--- config.mk ---
export PLATFORM = sky130hd
export DESIGN_NAME = mult_div_unit
export DESIGN_NICKNAME = d
export VERILOG_FILES = /design/src/rtl/mult_div_pkg.sv /design/src/rtl/mult_div_unit.sv
export SDC_FILE = /design/constraint.sdc
export NUM_CORES = 1
export LEC_CHECK = 0
export BUFFER_PORTS_ARGS = -buffer_cell sky130_fd_sc_hd__clkbuf_2
export CAP_MARGIN = 25
export CORE_UTILIZATION = 57
export CTS_BUF_LIST = sky130_fd_sc_hd__clkbuf_8
export DETAILED_ROUTE_END_ITERATION = 10
export PLACE_DENSITY = 0.91
export SLEW_MARGIN = 30
export SYNTH_ARGS = -nofsm -noshare
export SYNTH_HDL_FRONTEND = slang
export SYNTH_SLANG_ARGS = --single-unit
--- constraint.sdc ---
create_clock -name Clk -period 7.05 [get_ports Clk]
set_input_delay 1.0575 -clock Clk [delete_from_list [all_inputs] [get_ports Clk]]
set_output_delay 1.0575 -clock Clk [all_outputs]
set_load 0.02 [all_outputs]
--- src/rtl/mult_div_pkg.sv ---
// mult_div_pkg: shared Op/state encodings and default iteration count for mult_div_unit.
package mult_div_pkg;
    localparam int ITER_DEFAULT = 32;
    typedef enum logic [1:0] {
        OP_MULT  = 2'b00,
        OP_MULTU = 2'b01,
        OP_DIV   = 2'b10,
        OP_DIVU  = 2'b11
    } op_e;
    typedef enum logic [1:0] {
        S_IDLE   = 2'b00,
        S_RUN    = 2'b01,
        S_FINISH = 2'b10
    } state_e;
endpackage

--- src/rtl/mult_div_unit.sv ---
// mult_div_unit: iterative HI/LO multiply/divide unit, one shift-add or restoring-divide step per cycle.
module mult_div_unit
    import mult_div_pkg::*;
#(
    parameter int ITER = ITER_DEFAULT
) (
    input  logic        Clk,
    input  logic        Reset,
    input  logic [31:0] BusA,
    input  logic [31:0] BusB,
    input  logic        Start,
    input  logic [1:0]  Op,
    input  logic        HiWr,
    input  logic        LoWr,
    output logic        Busy,
    output logic        Done,
    output logic [31:0] Hi,
    output logic [31:0] Lo
);
    localparam logic [4:0] LAST = 5'(ITER - 1);
    state_e      r_state;
    op_e         r_op;
    logic [4:0]  r_cnt;
    logic [63:0] r_acc;
    logic [31:0] r_a, r_b, r_hi, r_lo;
    logic        r_neg_q, r_neg_a, r_done;
    logic        w_sgn, w_a_neg, w_b_neg, w_div, w_ge;
    logic [31:0] w_a_mag, w_b_mag, w_sub, w_q, w_r, w_fin_hi, w_fin_lo;
    logic [32:0] w_sh, w_add;
    logic [63:0] w_next, w_prod;
    // Signed ops work on magnitudes; signs are reapplied in FINISH.
    assign w_sgn   = ~Op[0];
    assign w_a_neg = w_sgn & BusA[31];
    assign w_b_neg = w_sgn & BusB[31];
    assign w_a_mag = w_a_neg ? -BusA : BusA;
    assign w_b_mag = w_b_neg ? -BusB : BusB;
    assign w_div   = (r_op == OP_DIV) || (r_op == OP_DIVU);
    // Multiply: hi half accumulates, lo half holds the multiplier and shifts out.
    assign w_add   = {1'b0, r_acc[63:32]} + {1'b0, r_acc[0] ? r_b : 32'd0};
    // Divide: hi half is the partial remainder, lo half shifts dividend out and quotient in.
    assign w_sh    = r_acc[63:31];
    assign w_ge    = w_sh >= {1'b0, r_b};
    assign w_sub   = w_sh[31:0] - r_b;
    assign w_next  = w_div ? {(w_ge ? w_sub : w_sh[31:0]), r_acc[30:0], w_ge}
                           : {w_add, r_acc[31:1]};
    assign w_prod  = r_neg_q ? -r_acc : r_acc;
    assign w_q     = r_neg_q ? -r_acc[31:0] : r_acc[31:0];
    assign w_r     = r_neg_a ? -r_acc[63:32] : r_acc[63:32];
    assign w_fin_hi = w_div ? ((r_b == 32'd0) ? r_a : w_r) : w_prod[63:32];
    assign w_fin_lo = w_div ? ((r_b == 32'd0) ? 32'hFFFF_FFFF : w_q) : w_prod[31:0];
    always_ff @(posedge Clk) begin
        if (Reset) begin
            r_state <= S_IDLE;
            r_done  <= 1'b0;
            r_hi    <= 32'd0;
            r_lo    <= 32'd0;
            r_cnt   <= 5'd0;
        end else begin
            r_done <= 1'b0;
            case (r_state)
                S_IDLE: begin
                    if (HiWr) r_hi <= BusA;
                    if (LoWr) r_lo <= BusA;
                    if (Start) begin
                        r_op    <= op_e'(Op);
                        r_a     <= BusA;
                        r_b     <= w_b_mag;
                        r_acc   <= {32'd0, w_a_mag};
                        r_neg_q <= w_a_neg ^ w_b_neg;
                        r_neg_a <= w_a_neg;
                        r_cnt   <= 5'd0;
                        r_state <= S_RUN;
                    end
                end
                S_RUN: begin
                    r_acc <= w_next;
                    r_cnt <= r_cnt + 5'd1;
                    if (r_cnt == LAST) r_state <= S_FINISH;
                end
                S_FINISH: begin
                    r_hi    <= w_fin_hi;
                    r_lo    <= w_fin_lo;
                    r_done  <= 1'b1;
                    r_state <= S_IDLE;
                end
                default: r_state <= S_IDLE;
            endcase
        end
    end
    assign Busy = r_state != S_IDLE;
    assign Done = r_done;
    assign Hi   = r_hi;
    assign Lo   = r_lo;
endmodule

==> reports/qor.txt <==
Max-Cap Viols = 0
Hpwl dp = 36.7 mm
Crit end category = flop
GRT overflow = 0
Critical path, cell by cell = ha_1, a21oi_1, o21ai_0, a21o_1, o311ai_1, a31oi_1, a32o_1, a21oi_2, buf_4, nand2_1, a311oi_1
Syn Area/Cell = 8.43 µm²
Sw Ratio = 34.3%
Area growth syn-to-layout = 10.1%
Maximum fanout along the worst path = 18
Leak = 6.93 nW
VDD IR max = 0.122 mV
Final ANT Viol Nets = 0
Core Box Area = 27100 µm²
Comb power frac = 25.5%
Via count = 15900
Critical Path Max Stage Delay = 0.60 ns
Rows = 60
DR WL/cell = 21.8 µm
Worst EP required = 7.40 ns
Setup Fix Bufs, Post-CTS = 0
DRC = 0
Clk slew on worst S/H paths = 0.06 ns
H-tree levels = 2
Most common cell in the netlist = nor2_1
Hold WC Path Type = reg2reg
Syn_nets = 2020
Sequential share of the synthesized area = 34.0%
Setup CP Type = reg2reg
Combined buffer and inverter count along the critical path = 1
Die X = 169 µm
CTS sink cnt = 203
Slew margin rel. = 23.7%
Clock power frac = 32.0%
Initial antenna violation count = 1
Power Internal = 2.25 mW
Worst setup SP type = flop
Synth top cells by count = 187 x nor2_1, 180 x nand2_1, 163 x a21oi_1
GR Util met2 = 54.6%
R2r setup slk = 2.83 ns
RSZ-0062 raised after global routing = false
Clk_skew = 0.0248 ns
Layout cells sized above 1 = 12.1%
Mapped Area = 15800 µm²
PD cells = 197 nW/µm²
Main flop type after synthesis = edfxtp_1
Total placed instance area = 16700 µm²
Final Non-Filler Cells = 2357
Final WL = 51.3 mm
GR Util All Layers = 35.6%
First-pass GRT wire length = 80.3 mm
Fmax = 0.237 GHz
N_diodes = 0
Switch Pwr = 1.17 mW
Largest net degree at the start of global routing = 68
Fin crit share = 59.9%
Post-synth ARST share = 0%
Met1 Use GR = 49.0%
Run status = finished clean
Placed Instances = 2289
Layout net count = 2101
DR iter-0 viols = 2199
Grt peak-use layer = met2
Finished Cell Area = 17400 µm²
Port Buf Inserts = 136
Kind of cell adding the most delay to the critical path = compound AO/OA/AOI/OAI gates
Initial core utilization = 58.4%
Cell count after synthesis = 1877
Leading area contributor after synthesis = edfxtp_1
WHS = 0.454 ns
GRT met3 Usage = 7.04%
Fill count = 2202
Top-level port count = 137
Die area = 28400 µm²
CP max stage cell = a21oi_2
Worst Tran Pin Value = 1.13 ns
Top-area cell type share of the netlist area = 24.9%
Cts repair resizes = 0
Sequential share of power = 42.5%
EDFF count, synth = 131
Sum Neg Setup Slack = 0 ns
Synth Register Bits = 203
Warnings, synthesis = 0
Final setup fails = 0
Inserted Clock Buffers = 39
Distinct cells, synth = 79
Max Slew Vio Count = 0
Fin util = 64.2%
DR pass1 iterations = 6
CTS tree = yes
Post-CTS Hold Buffers = 0
Final Hold Viols = 0
Period minus WS final = 4.22 ns
CP arrival = 4.58 ns
Area contributors post-synth = edfxtp_1 25%, dfxtp_1 9.1%, xnor2_1 6.4%, ha_1 5.5%, a21oi_1 5.2%
CTS Root Cell = clkbuf_8
Routability Congestion = 0.994
Die height = 169 µm
Clock Tree Buf Depth = 3
Vias in the first global route = 14800
Worst-skew pair later-pin latency = 0.55 ns
Via density = 6.75
-- stage by stage --
step / setup WS (ns) / power (mW)
floorplan: 0.0677 / 2.06
global placement: 2.87 / 2.29
global route: 2.61 / 3.55
CTS: 2.72 / 3.39
finish: 2.83 / 3.42
detailed placement: 2.73 / 2.31
-- cell usage in the layout, fill, tap and decap left out, drive strengths merged, types with 11 or more instances in the layout --
cell type	instances
a211o	14
a211oi	36
a21o	37
a21oi	163
a311oi	12
a31oi	19
and3	12
buf	19
clkbuf	176
dfxtp	72
edfxtp	131
ha	70
inv	91
mux2i	44
nand2	180
nand2b	20
nand3	30
nand4	15
nor2	187
nor2b	11
nor3	38
nor4	21
o211ai	33
o21a	13
o21ai	125
o221ai	21
o31ai	22
o41ai	17
or2	13
or3	28
or4	17
xnor2	115
xor2	81
-- flip-flops by register name (all words and copies together), names as in the netlist --
| name | flops |
|---|---|
| Lo | 32 |
| r_neg_a | 1 |
| r_neg_q | 1 |
| r_state | 2 |
| r_a | 32 |
| r_b | 32 |
| r_cnt | 5 |
| r_op | 1 |
| Done | 1 |
| r_acc | 64 |
| Hi | 32 |
-- final timing paths --
kind	endpoint	depth (start not counted)	start
worst max-delay path	r_acc[48]$_SDFFCE_PN0P_	11	r_acc[40]$_SDFFCE_PN0P_
worst min-delay path	Lo[24]$_SDFFE_PP0P_	2	Lo[24]$_SDFFE_PP0P_
worst max register to register	r_acc[48]$_SDFFCE_PN0P_	11	r_acc[40]$_SDFFCE_PN0P_
worst min register to register	Lo[24]$_SDFFE_PP0P_	2	Lo[24]$_SDFFE_PP0P_
-- power groups by stage --
stage,Combinational [mW],Sequential (mW),Clock (mW)
CTS,0.848,1.45,1.10
floorplan,0.597,1.46,0
global route,0.944,1.46,1.15
finish,0.872,1.46,1.10
detailed placement,0.842,1.47,0
global placement,0.819,1.47,0
-- metal layers --
layer  vias up  wire length [µm]
li1       7106                 -
met1      7459             20200
met2      1162             22400
met3       184              6570
met4         0              2090
met5         -                 0
-- worst reg2reg max path: cells and delay by family (launching register included) --
family                   cells  cell delay, ns
buffers and inverters        1            0.40
AND/OR/NAND/NOR              1            0.10
adder cells (fa/ha/maj)      1            0.43
flip-flops                   1            0.56
AO/OA/AOI/OAI                8            2.56
-- kinds of logic after synthesis --
kind of cell	share of synthesized area [%]
AO/OA/AOI/OAI	24.3
XOR/XNOR	10.9
adder cells (fa/ha/maj)	5.79
buffers and inverters	4.37
flip-flops	34.0
multiplexers	3.00
AND/OR/NAND/NOR	17.7
-- final cells by class --
type	instances	area, µm²	area share [%]
Multi-Input combinational cell	1492	9800	56.3
Sequential cell	203	5380	30.9
Inverter	67	251	1.44
Timing Repair Buffer	155	823	4.73
Tap cell	372	465	2.67
Clock buffer	40	551	3.16
Clock inverter	28	145	0.834
No activity file was read; power rests on OpenSTA's default activity.
